### src/rtl/fifo_wr_arbiter.sv
// Round-robin, burst-locked arbiter sharing one FIFO write port between NREQ producers.
module fifo_wr_arbiter #(
  parameter int unsigned NREQ      = 4,
  parameter int unsigned WIDTH     = 8,
  parameter int unsigned MAX_BURST = 4
) (
  input  logic                  clk,
  input  logic                  rst,
  input  logic [NREQ-1:0]       req,
  input  logic [NREQ*WIDTH-1:0] din,
  input  logic                  fifo_full,
  output logic [NREQ-1:0]       grant,
  output logic [NREQ-1:0]       ack,
  output logic                  fifo_wr,
  output logic [WIDTH-1:0]      fifo_din,
  output logic                  busy
);

  localparam int unsigned CNT_W = $clog2(MAX_BURST + 1);
  localparam int unsigned OWN_W = (NREQ > 1) ? $clog2(NREQ) : 1;

  typedef enum logic {
    S_IDLE,
    S_GRANT
  } state_e;

  state_e             state_q, state_d;
  logic [NREQ-1:0]    grant_q, grant_d;
  logic [CNT_W-1:0]   count_q, count_d;
  logic [OWN_W-1:0]   last_q,  last_d;
  logic               busy_q,  busy_d;

  logic               owner_req_c;
  logic [WIDTH-1:0]   din_sel_c;
  logic               beat_c;
  logic               end_c;
  logic [OWN_W-1:0]   pick_c;
  logic               found_hi_c, found_lo_c;
  logic [OWN_W-1:0]   hi_idx_c, lo_idx_c;

  // Owner's request bit and data slice, selected by the one-hot grant
  always_comb begin
    owner_req_c = |(req & grant_q);
    din_sel_c   = '0;
    for (int i = 0; i < int'(NREQ); i++) begin
      if (grant_q[i]) begin
        din_sel_c = din_sel_c | din[i*WIDTH +: WIDTH];
      end
    end
  end

  // Round-robin pick: first requester above last_q, else first at or below it (last_q itself last)
  always_comb begin
    found_hi_c = 1'b0;
    found_lo_c = 1'b0;
    hi_idx_c   = '0;
    lo_idx_c   = '0;
    for (int i = 0; i < int'(NREQ); i++) begin
      if (req[i]) begin
        if (OWN_W'(i) > last_q) begin
          if (!found_hi_c) begin
            found_hi_c = 1'b1;
            hi_idx_c   = OWN_W'(i);
          end
        end else if (!found_lo_c) begin
          found_lo_c = 1'b1;
          lo_idx_c   = OWN_W'(i);
        end
      end
    end
    pick_c = found_hi_c ? hi_idx_c : lo_idx_c;
  end

  // A beat only happens when the owner has data and the FIFO has room
  always_comb begin
    beat_c = busy_q & owner_req_c & ~fifo_full;
    end_c  = ~owner_req_c | (beat_c & (count_q == CNT_W'(MAX_BURST - 1)));
  end

  // Next-state: grant on request, hold burst, re-grant without a bubble at burst end
  always_comb begin
    state_d = state_q;
    grant_d = grant_q;
    count_d = count_q;
    last_d  = last_q;
    case (state_q)
      S_IDLE: begin
        if (|req) begin
          state_d = S_GRANT;
          grant_d = NREQ'(1) << pick_c;
          count_d = '0;
          last_d  = pick_c;
        end
      end
      S_GRANT: begin
        if (!end_c) begin
          count_d = count_q + CNT_W'(beat_c);
        end else if (|req) begin
          grant_d = NREQ'(1) << pick_c;
          count_d = '0;
          last_d  = pick_c;
        end else begin
          state_d = S_IDLE;
          grant_d = '0;
          count_d = '0;
        end
      end
      default: begin
        state_d = S_IDLE;
        grant_d = '0;
        count_d = '0;
      end
    endcase
    busy_d = (state_d == S_GRANT);
  end

  // State registers with synchronous reset; requester 0 wins first after reset
  always_ff @(posedge clk) begin
    if (rst) begin
      state_q <= S_IDLE;
      grant_q <= '0;
      count_q <= '0;
      last_q  <= OWN_W'(NREQ - 1);
      busy_q  <= 1'b0;
    end else begin
      state_q <= state_d;
      grant_q <= grant_d;
      count_q <= count_d;
      last_q  <= last_d;
      busy_q  <= busy_d;
    end
  end

  assign grant    = grant_q;
  assign busy     = busy_q;
  assign fifo_wr  = beat_c;
  assign ack      = grant_q & {NREQ{beat_c}};
  assign fifo_din = busy_q ? din_sel_c : '0;

endmodule

### config.mk
export PLATFORM = sky130hd
export DESIGN_NAME = fifo_wr_arbiter
export DESIGN_NICKNAME = d
export VERILOG_FILES = /design/src/rtl/fifo_wr_arbiter.sv
export SDC_FILE = /design/constraint.sdc
export NUM_CORES = 1
export LEC_CHECK = 0
export ABC_AREA = 1
export CAP_MARGIN = 10
export CELL_PAD_IN_SITES_DETAIL_PLACEMENT = 1
export CELL_PAD_IN_SITES_GLOBAL_PLACEMENT = 2
export CORE_MARGIN = 2
export CORE_UTILIZATION = 30
export DETAILED_ROUTE_END_ITERATION = 10
export DONT_BUFFER_PORTS = 1
export PLACE_DENSITY_LB_ADDON = 0.1
export SETUP_SLACK_MARGIN = 0.4
export SYNTH_ARGS = -nofsm -noshare
export SYNTH_HDL_FRONTEND = slang
export SYNTH_SLANG_ARGS = --single-unit
### constraint.sdc
create_clock -name clk -period 1.81 [get_ports clk]
set_clock_uncertainty 0.15 [all_clocks]
set_input_delay 0.181 -clock clk [delete_from_list [all_inputs] [get_ports clk]]
set_output_delay 0.181 -clock clk [all_outputs]
set_load 0.05 [all_outputs]
==> results by group, run 1 <==
Power
  – Pwr Density: 766 nW/um^2
  – Static leakage: 0.545 nW
  – Peak VDD IR: 0.392 mV

GRT
  – Global-route wire length before repair: 4.54 mm
  – Largest net degree at the start of global routing: 12
  – Vias in the first global route: 1003
  – Total GRT Usage: 17.6%
  – Gr ovfl total: 0
  – Antenna violations before repair: 0

Route
  – Pre-antenna DRT Iters: 2
  – DRC viols: 0
  – Via count: 1002
  – Post-DR vias/cell: 5.73
  – DR iter-0 viols: 23
  – DRT Wirelength: 3.00 mm
  – Antenna Nets Post-Route: 0
  – WL/cell: 17.2 um

Synthesis
  – Syn Nets: 168
  – Synth Cell Area: 888 sq um
  – Synth unique cells: 23
  – Yosys warns: 0
  – Ys flop type: dfxtp_1
  – Synth Register Bits: 10
  – EDFF count, synth: 0
  – Register area share after synthesis: 22.5%
  – Asr flop ratio synth: 0%
  – Post-Syn Instances: 127
  – Synthesized area per cell: 6.99 sq um

Flow run
  – Total of max-cap violations: 0

Timing
  – RSZ-0062 raised after global routing: yes
  – Hold Fails Final Rpt: 0
  – Setup Total Neg Slack: 0 ns
  – Max_slew headroom: 74.5%
  – Max-slew violations: 0
  – Final setup vio count: 0
  – F_max: 0.574 GHz
  – Slew @ Worst Pin: 0.381 ns
  – Final setup margin: 0.0674 ns
  – Smallest hold slack: 0.0531 ns
  – Minimum clock period: 1.74 ns
  – Period utilization: 96.3%

Setup path
  – CP arrival: 1.41 ns
  – Crit Path Class: register to primary output
  – Reg2reg start: grant[1]$_SDFFE_PP0P_
  – Data required, critical path: 1.48 ns
  – RR Endpoint: count_q[1]$_SDFFE_PP0P_
  – FF-to-FF path depth: 10
  – Crit. End Element: primary output
  – R2R Setup Slk: 0.17 ns
  – CP max FO: 11
  – Startpoint Class: register

Floorplan
  – Die area: 3410 sq um
  – Starting density of the core: 31.9%
  – Die Y: 58.4 um
  – Site row count: 19
  – Core footprint: 2780 sq um
  – Num ports: 57
  – Die W: 58.4 um

Cells and area
  – Fillcell total: 329
  – Layout cell share with drive strength beyond 1: 61.1%
  – NumNets Final: 187
  – P&R area growth vs syn: 56.8%
  – # diodes: 0
  – Area of the multi-input gates: 825 sq um
  – Sequential Area: 218 sq um
  – Fin cells: 175

Placed design
  – Place WS: 0.155 ns
  – # port buffers: 0
  – DP HPWL: 2.22 mm
  – Placed Cells incl. Taps: 163
  – GPL Wtd Cong: 0.838

Clock tree
  – CTS tree: built
  – Clk buf depth: 2
  – Clock Sinks: 10
  – Worst skew pair latency: 0.28 ns
  – CTS Root Cell: clkbuf_4
  – TritonCTS Buffers: 3
  – H-tree depth: 1
  – Clk slew on worst S/H paths: 0.07 ns

Min path
  – Startpoint of the worst hold path: req[3]
  – Hold Crit Depth: 4
  – Hold/Removal Path Class: primary input to register
  – Hold Crit Endpoint: busy$_SDFF_PP0_

Outcome
  – Status: completed
## how the worst max path moves through the flow
stage	from	to	slack (ns)	depth (start not counted)
6_report	grant[1]$_SDFFE_PP0P_	fifo_din[3]	0.07	4
5_1_grt	grant[1]$_SDFFE_PP0P_	fifo_din[1]	0.03	4
4_1_cts	grant[1]$_SDFFE_PP0P_	fifo_din[3]	0.06	4
3_5_place_dp	grant[3]$_SDFFE_PP0P_	count_q[1]$_SDFFE_PP0P_	0.16	10
3_3_place_gp	grant[3]$_SDFFE_PP0P_	count_q[1]$_SDFFE_PP0P_	0.21	10
2_1_floorplan	grant[0]$_SDFFE_PP0P_	count_q[1]$_SDFFE_PP0P_	-0.22	11
## critical path, stage by stage, from the launching register on
cell,delay [ns]
dfxtp_4,0.36
buf_12,0.15
a22o_1,0.22
a221oi_2,0.26
nor2_4,0.14
## synth_stat cells (2+ instances only)
cell / instances / area [sq um]
a21oi_1: 6 / 30.0
a21oi_2: 2 / 17.5
a221oi_1: 8 / 70.1
a22o_1: 8 / 70.1
buf_2: 2 / 10.0
buf_6: 2 / 22.5
dfxtp_1: 10 / 200
ha_1: 2 / 25.0
inv_1: 13 / 48.8
inv_2: 5 / 18.8
nand2_1: 24 / 90.1
nand2_2: 6 / 37.5
nand2_4: 3 / 33.8
nand3_1: 8 / 40.0
nand3_2: 2 / 20.0
nand4_1: 5 / 31.3
nor2_1: 15 / 56.3
## where the power goes
part	leakage (nW)	total [W]	switching [W]	internal, W
Sequential	0.0848	0.000277	0.0000322	0.000245
Clock	0.0138	0.000165	0.0000874	0.0000775
Combinational	0.447	0.000624	0.000399	0.000225
Total	0.545	0.00107	0.000519	0.000547
## sequential cells by signal (all words and copies together) (netlist names)
register and cells:
busy 1, count_q 3, grant 4, last_q 2
## final cells by class
cell class	count	area share, %
Sequential cell	10	15.6
Clock buffer	3	1.62
Timing Repair Buffer	19	15.5
Multi-Input combinational cell	94	59.2
Tap cell	31	2.79
Inverter	18	5.30
## metrics by stage
stage               util (%)  area, sq um  total power (W)
floorplan                  -         1070         0.000724
global placement        41.0         1140         0.000770
detailed placement      41.0         1140         0.000780
CTS                     45.3         1260         0.000982
global route            50.1         1390          0.00112
finish                  50.1         1390          0.00107
## repair_timing
item	4_1_cts	5_1_grt
hold buffers	1	0
gates resized for setup	23	18
endpoints found under the setup margin	16	22
setup buffers	1	7
pin swaps	14	11
endpoints found under the hold margin	10	0
## per-layer routing
layer  up-vias  part of all wire [%]  track usage (%)
li1        474                     -                -
met1       484                    39             19.2
met2        39                    52             32.4
met3         5                   7.0             3.30
met4         0                   1.8             7.97
met5         -                     0                0
## logic make-up after synthesis
logic type | Yosys count | synth area share (%)
AOI/OAI and AO/OA | 26 | 23.1
adders and majority gates | 2 | 2.82
DFF | 10 | 22.5
and+or+nand+nor | 66 | 39.4
buffers and inverters | 23 | 12.1
## placed cells by master (no fill, tap or decap), drive strengths merged
master / count
a21oi: 8
a221oi: 8
a22o: 8
buf: 18
clkbuf: 3
clkinvlp: 1
dfxtp: 10
dlygate4sd3: 1
ha: 2
inv: 17
nand2: 33
nand3: 11
nand4: 6
nor2: 16
o211ai: 1
o21ai: 1
Power figures use the tool's default switching activity.
==> run 2, diff against run 1 <==
--- a/config.mk
+++ b/config.mk
@@ -14,7 +14,6 @@
 export DETAILED_ROUTE_END_ITERATION = 10
 export DONT_BUFFER_PORTS = 1
 export PLACE_DENSITY_LB_ADDON = 0.1
-export SETUP_SLACK_MARGIN = 0.4
 export SYNTH_ARGS = -nofsm -noshare
 export SYNTH_HDL_FRONTEND = slang
 export SYNTH_SLANG_ARGS = --single-unit
==> run 2 against run 1 <==
  * Flip-flop and latch count did not move
  * Sequential power decreased by 3%
  * Die area unchanged
  * Cell count increased by 1.7%
  * Cell area shrank 5.2%
  * Global-route usage down 0.83 points
  * Largest cell class unchanged
==> results by group, run 2 (synthesis results as in run 1) <==
Setup path
  – Crit-path slowest cell: dfxtp_4
  – Startpoint Class: register
  – Crit-path cells: buf_12 > a22o_1 > a221oi_2 > nor2_2 > buf_12
  – Most used cell, CP: buf_12
  – CP arrival: 1.44 ns (+0.03 ns)
  – Crit-path max cell delay: 0.36 ns (about the same)
  – Data required, critical path: 1.48 ns (about the same)
  – CP max FO: 10 (-1)
  – Crit. End Element: primary output
  – Crit Path Class: register to primary output

Placed design
  – DP HPWL: 2.27 mm (+2.2%)
  – GPL Wtd Cong: 0.817 (-2.4%)
  – # port buffers: 0 (unchanged)
  – Placed Cells incl. Taps: 173 (+6.1%)

Clock tree
  – Clk slew on worst S/H paths: 0.08 ns (about the same)
  – Clk buf depth: 2 (unchanged)
  – Clock Sinks: 10 (unchanged)
  – CTS Root Cell: clkbuf_4
  – TritonCTS Buffers: 3 (unchanged)
  – Worst skew pair latency: 0.27 ns (about the same)
  – H-tree depth: 1 (unchanged)
  – CTS tree: built

GRT
  – Vias in the first global route: 1005 (+0.20%)
  – Gr ovfl total: 0 (unchanged)
  – Largest net degree at the start of global routing: 12 (unchanged)
  – Total GRT Usage: 16.7% (-0.83 points)
  – Global-route wire length before repair: 4.42 mm (-2.7%)
  – Antenna violations before repair: 0 (unchanged)

Route
  – WL/cell: 15.4 um (-10%)
  – DRC viols: 0 (unchanged)
  – Via count: 948 (-5.4%)
  – Antenna Nets Post-Route: 0 (unchanged)
  – DRT Wirelength: 2.74 mm (-8.6%)
  – Post-DR vias/cell: 5.33 (-7.0%)
  – DR iter-0 viols: 8 (-65%)
  – Pre-antenna DRT Iters: 2 (unchanged)

Timing
  – Final setup vio count: 0 (unchanged)
  – Slew @ Worst Pin: 0.296 ns (-0.0846 ns)
  – RSZ-0062 raised after global routing: yes
  – F_max: 0.566 GHz (-1.3%)
  – Max_slew headroom: 80.2% (+5.7 points)
  – Max-slew violations: 0 (unchanged)
  – Period utilization: 97.6% (+1.3 points)
  – Hold Fails Final Rpt: 0 (unchanged)
  – Minimum clock period: 1.77 ns (+0.0237 ns)
  – Setup Total Neg Slack: 0 ns (unchanged)

Floorplan
  – Num ports: 57 (unchanged)
  – Die Y: 58.4 um (unchanged)
  – Die area: 3410 sq um (unchanged)
  – Core footprint: 2780 sq um (unchanged)
  – Starting density of the core: 31.9% (unchanged)
  – Die W: 58.4 um (unchanged)
  – Site row count: 19 (unchanged)

Cells and area
  – Final Util: 47.5% (-2.6 points)
  – Fillcell total: 344 (+4.6%)
  – Sequential Area: 209 sq um (-4.0%)
  – Commonest non-fill, non-tap cells in the layout: nand2_1, inv_1, buf_4
  – Area of the multi-input gates: 698 sq um (-15%)
  – NumNets Final: 189 (+1.1%)
  – Fin cells: 178 (+1.7%)
  – P&R area growth vs syn: 48.6%
  – Commonest non-fill, non-tap cell in the layout: nand2_1
  – Layout cell share with drive strength beyond 1: 49.0% (-12 points)
  – Largest register FFs: 4 (unchanged)
  – # diodes: 0 (unchanged)

Power
  – Peak VDD IR: 0.421 mV (+7.4%)
  – Pwr Density: 789 nW/um^2 (+3.1%)
  – Static leakage: 0.554 nW (+1.6%)

Flow run
  – Total of max-cap violations: 0 (unchanged)

Min path
  – Hold/Removal Path Class: primary input to register

Outcome
  – Status: completed
run 2: cell types whose count changed in the layout (fill, tap and decap cells not counted), sizes merged:
| cell | delta |
|---|---|
| buf | +2 |
| clkbuf | +1 |
run 2: worst paths after layout:
path | startpoint | to | slack (ns) | depth (start not counted)
max | grant[0]$_SDFFE_PP0P_ | fifo_din[0] | 0.04 | 5
min | req[3] | busy$_SDFF_PP0_ | 0.03 | 4
max reg2reg | grant[0]$_SDFFE_PP0P_ | count_q[1]$_SDFFE_PP0P_ | 0.14 | 10
min reg2reg | count_q[2]$_SDFFE_PP0P_ | count_q[2]$_SDFFE_PP0P_ | 0.37 | 2
run 2: area by class of cell:
type / count / area share [%]
multi-input combinational: 94 / 52.9
sequential: 10 / 15.8
timing repair buffer: 21 / 20.9
clock buffer: 4 / 1.99
inverter: 18 / 5.40
tap: 31 / 2.94
run 2: power by group:
group	internal, W	switching [W]
Combinational	0.000238	0.000360
Sequential	0.000245	0.0000250
Clock	0.0000854	0.0000887
run 2: per-layer routing:
metal / part of all wire, % / GRT usage (%) / vias to the layer above
met5: 0 / 0 / -
met2: 50 / 30.7 / 41
met4: 0.69 / 3.99 / 0
met1: 41 / 19.5 / 428
met3: 8.5 / 3.96 / 2
li1: - / - / 477
run 2: stage by stage:
| stage | hold WS, ns | power, W | instance area [sq um] | setup WS (ns) |
|---|---|---|---|---|
| finish | 0.0312 | 0.00104 | 1320 | 0.0437 |
| global route | 0.0459 | 0.00111 | 1320 | -0.0325 |
| CTS | 0.0345 | 0.00105 | 1310 | 0.000118 |
| detailed placement | 0.0967 | 0.000837 | 1220 | 0.167 |
| global placement | 0.0955 | 0.000825 | 1220 | 0.210 |
| floorplan | 0.0927 | 0.000667 | 968 | -0.234 |
run 2: what timing repair did:
| item | in CTS | in global routing |
|---|---|---|
| setup endpoints to repair | 8 | 8 |
| pin swaps | 0 | 1 |
| gates resized for setup | 10 | 2 |
| endpoints found under the hold margin | 10 | 0 |
| hold buffers | 1 | 0 |
| setup buffers | 0 | 0 |
run 2: worst max-delay path: cells and delay by family (launching register included):
family / cells / cell delay (ns)
simple gates: 1 / 0.08
buf+inv: 2 / 0.30
compound gates: 2 / 0.41
flops: 1 / 0.36
==> run 3, diff against run 2 <==
--- a/config.mk
+++ b/config.mk
@@ -13,7 +13,7 @@
 export CORE_UTILIZATION = 30
 export DETAILED_ROUTE_END_ITERATION = 10
 export DONT_BUFFER_PORTS = 1
-export PLACE_DENSITY_LB_ADDON = 0.1
+export PLACE_DENSITY = 0.77
 export SYNTH_ARGS = -nofsm -noshare
 export SYNTH_HDL_FRONTEND = slang
 export SYNTH_SLANG_ARGS = --single-unit
==> run 3 against run 2 <==
  * Total power down 0.87%
  * Clock-buffer cell count unchanged
  * Combinational power decreased by 1%
  * Sequential power about the same
  * First-iteration DRC count fell by 13%
  * Die area stayed put
  * Via count rose by 0.42%
  * Flip-flop and latch count unchanged
  * Non-clock buffer count did not move
  * Critical path depth unchanged
==> results by group, run 3 (synthesis results as in run 1) <==
Floorplan
  – Die Y: 58.4 um (unchanged)
  – Num ports: 57 (unchanged)
  – Starting density of the core: 31.9% (unchanged)
  – Die area: 3410 sq um (unchanged)
  – Core footprint: 2780 sq um (unchanged)
  – Site row count: 19 (unchanged)
  – Die W: 58.4 um (unchanged)

Cells and area
  – NumNets Final: 189 (unchanged)
  – Fin cells: 178 (unchanged)
  – # diodes: 0 (unchanged)
  – Commonest non-fill, non-tap cells in the layout: nand2_1, inv_1, buf_4
  – Commonest non-fill, non-tap cell in the layout: nand2_1
  – P&R area growth vs syn: 48.6% (unchanged)
  – Layout cell share with drive strength beyond 1: 49.0% (unchanged)
  – Area of the multi-input gates: 698 sq um (unchanged)
  – Final Instance Area: 1320 sq um (unchanged)
  – Sequential Area: 209 sq um (unchanged)
  – Fillcell total: 332 (-3.5%)
  – Largest register FFs: 4 (unchanged)

Flow run
  – Total of max-cap violations: 0 (unchanged)

GRT
  – Gr ovfl total: 0 (unchanged)
  – Vias in the first global route: 974 (-3.1%)
  – Total GRT Usage: 16.2% (-0.56 points)
  – Largest net degree at the start of global routing: 12 (unchanged)
  – Antenna violations before repair: 0 (unchanged)
  – Global-route wire length before repair: 4.20 mm (-5.0%)

Route
  – WL/cell: 15.0 um (-2.8%)
  – Pre-antenna DRT Iters: 4 (+2)
  – Post-DR vias/cell: 5.35 (+0.42%)
  – DR iter-0 viols: 7 (-1)
  – DRC viols: 0 (unchanged)
  – DRT Wirelength: 2.67 mm (-2.8%)
  – Antenna Nets Post-Route: 0 (unchanged)
  – Via count: 952 (+0.42%)

Outcome
  – Status: completed

Setup path
  – Crit. End Element: primary output
  – Crit Path Class: register to primary output
  – Data required, critical path: 1.48 ns (about the same)
  – CP max FO: 10 (unchanged)
  – CP arrival: 1.42 ns (-0.02 ns)
  – Startpoint Class: register

Clock tree
  – CTS Root Cell: clkbuf_4
  – Clock Sinks: 10 (unchanged)
  – Worst skew pair latency: 0.28 ns (about the same)
  – Clk slew on worst S/H paths: 0.07 ns (about the same)
  – H-tree depth: 1 (unchanged)
  – CTS tree: built
  – Clk buf depth: 2 (unchanged)
  – Post-CTS Setup Inserts: 0 (unchanged)
  – TritonCTS Buffers: 3 (unchanged)

Timing
  – Period utilization: 96.8% (-0.79 points)
  – RSZ-0062 raised after global routing: yes
  – Final setup vio count: 0 (unchanged)
  – Max_slew headroom: 80.8% (+0.52 points)
  – Minimum clock period: 1.75 ns (-0.0142 ns)
  – Hold Fails Final Rpt: 0 (unchanged)
  – Slew @ Worst Pin: 0.289 ns (-0.00777 ns)
  – F_max: 0.571 GHz (+0.81%)
  – Setup Total Neg Slack: 0 ns (unchanged)
  – Max-slew violations: 0 (unchanged)

Placed design
  – DP HPWL: 2.21 mm (-3.0%)
  – Placed Cells incl. Taps: 173 (unchanged)
  – GPL Wtd Cong: 0.779 (-4.6%)
  – Placed Area: 1220 sq um (unchanged)
  – # port buffers: 0 (unchanged)

Power
  – Pwr Density: 782 nW/um^2 (-0.87%)
  – Static leakage: 0.554 nW (about the same)
  – Peak VDD IR: 0.508 mV (+21%)

Min path
  – Hold/Removal Path Class: primary input to register
## run 3: cell counts in the layout (fill, tap and decap cells not counted)
No cell type changed its count.
## run 3: layer usage
layer  share of wire [%]  vias to the layer above  track usage (%)  routed length, um
li1                    -                      477                -                  -
met1                  40                      427             17.4               1060
met2                  50                       44             30.0               1340
met3                 8.7                        4             4.84                232
met4                 1.1                        0             4.98                 30
met5                   0                        -                0                  0
## run 3: where the power goes
part / switching [W] / internal [W] / leakage, nW / total [W]
Clock: 0.0000848 / 0.0000856 / 0.0150 / 0.000170
Sequential: 0.0000274 / 0.000245 / 0.0841 / 0.000272
Combinational: 0.000353 / 0.000238 / 0.455 / 0.000590
## run 3: stage by stage
step / utilization (%) / setup slack, ns / total power [W] / hold WS, ns
4_1_cts: 47.0 / 0.0258 / 0.00104 / 0.0392
2_1_floorplan: - / -0.234 / 0.000667 / 0.0927
5_1_grt: 47.5 / -0.00515 / 0.00110 / 0.0733
3_5_place_dp: 43.8 / 0.161 / 0.000832 / 0.0966
6_report: 47.5 / 0.0579 / 0.00103 / 0.0417
3_3_place_gp: 43.8 / 0.220 / 0.000821 / 0.0973
## run 3: layout make-up
class	instances	share of cell area (%)
clock buffers	4	1.99
inverters	18	5.40
repair buffers	21	20.9
well taps	31	2.94
flip-flops and latches	10	15.8
multi-input cells	94	52.9
## run 3: path summary, 6_finish.rpt
kind / from / to / slack, ns / cells past startpoint
setup / recovery: grant[0]$_SDFFE_PP0P_ / fifo_din[4] / 0.06 / 5
hold / removal: req[3] / busy$_SDFF_PP0_ / 0.04 / 4
setup reg to reg: grant[0]$_SDFFE_PP0P_ / count_q[1]$_SDFFE_PP0P_ / 0.13 / 10
hold reg to reg: count_q[2]$_SDFFE_PP0P_ / count_q[2]$_SDFFE_PP0P_ / 0.36 / 2
## run 3: what timing repair did
action / in CTS / in global routing
endpoints found under the hold margin: 10 / 0
endpoints found under the setup margin: 8 / 8
resized for setup: 9 / 3
cloned: 0 / 0
hold buffers: 1 / 0
## run 3: critical path, stage by stage, from the launching register on
cell	delay, ns
dfxtp_4	0.36
buf_12	0.15
a22o_1	0.20
a221oi_2	0.20
nor2_2	0.07
buf_12	0.15
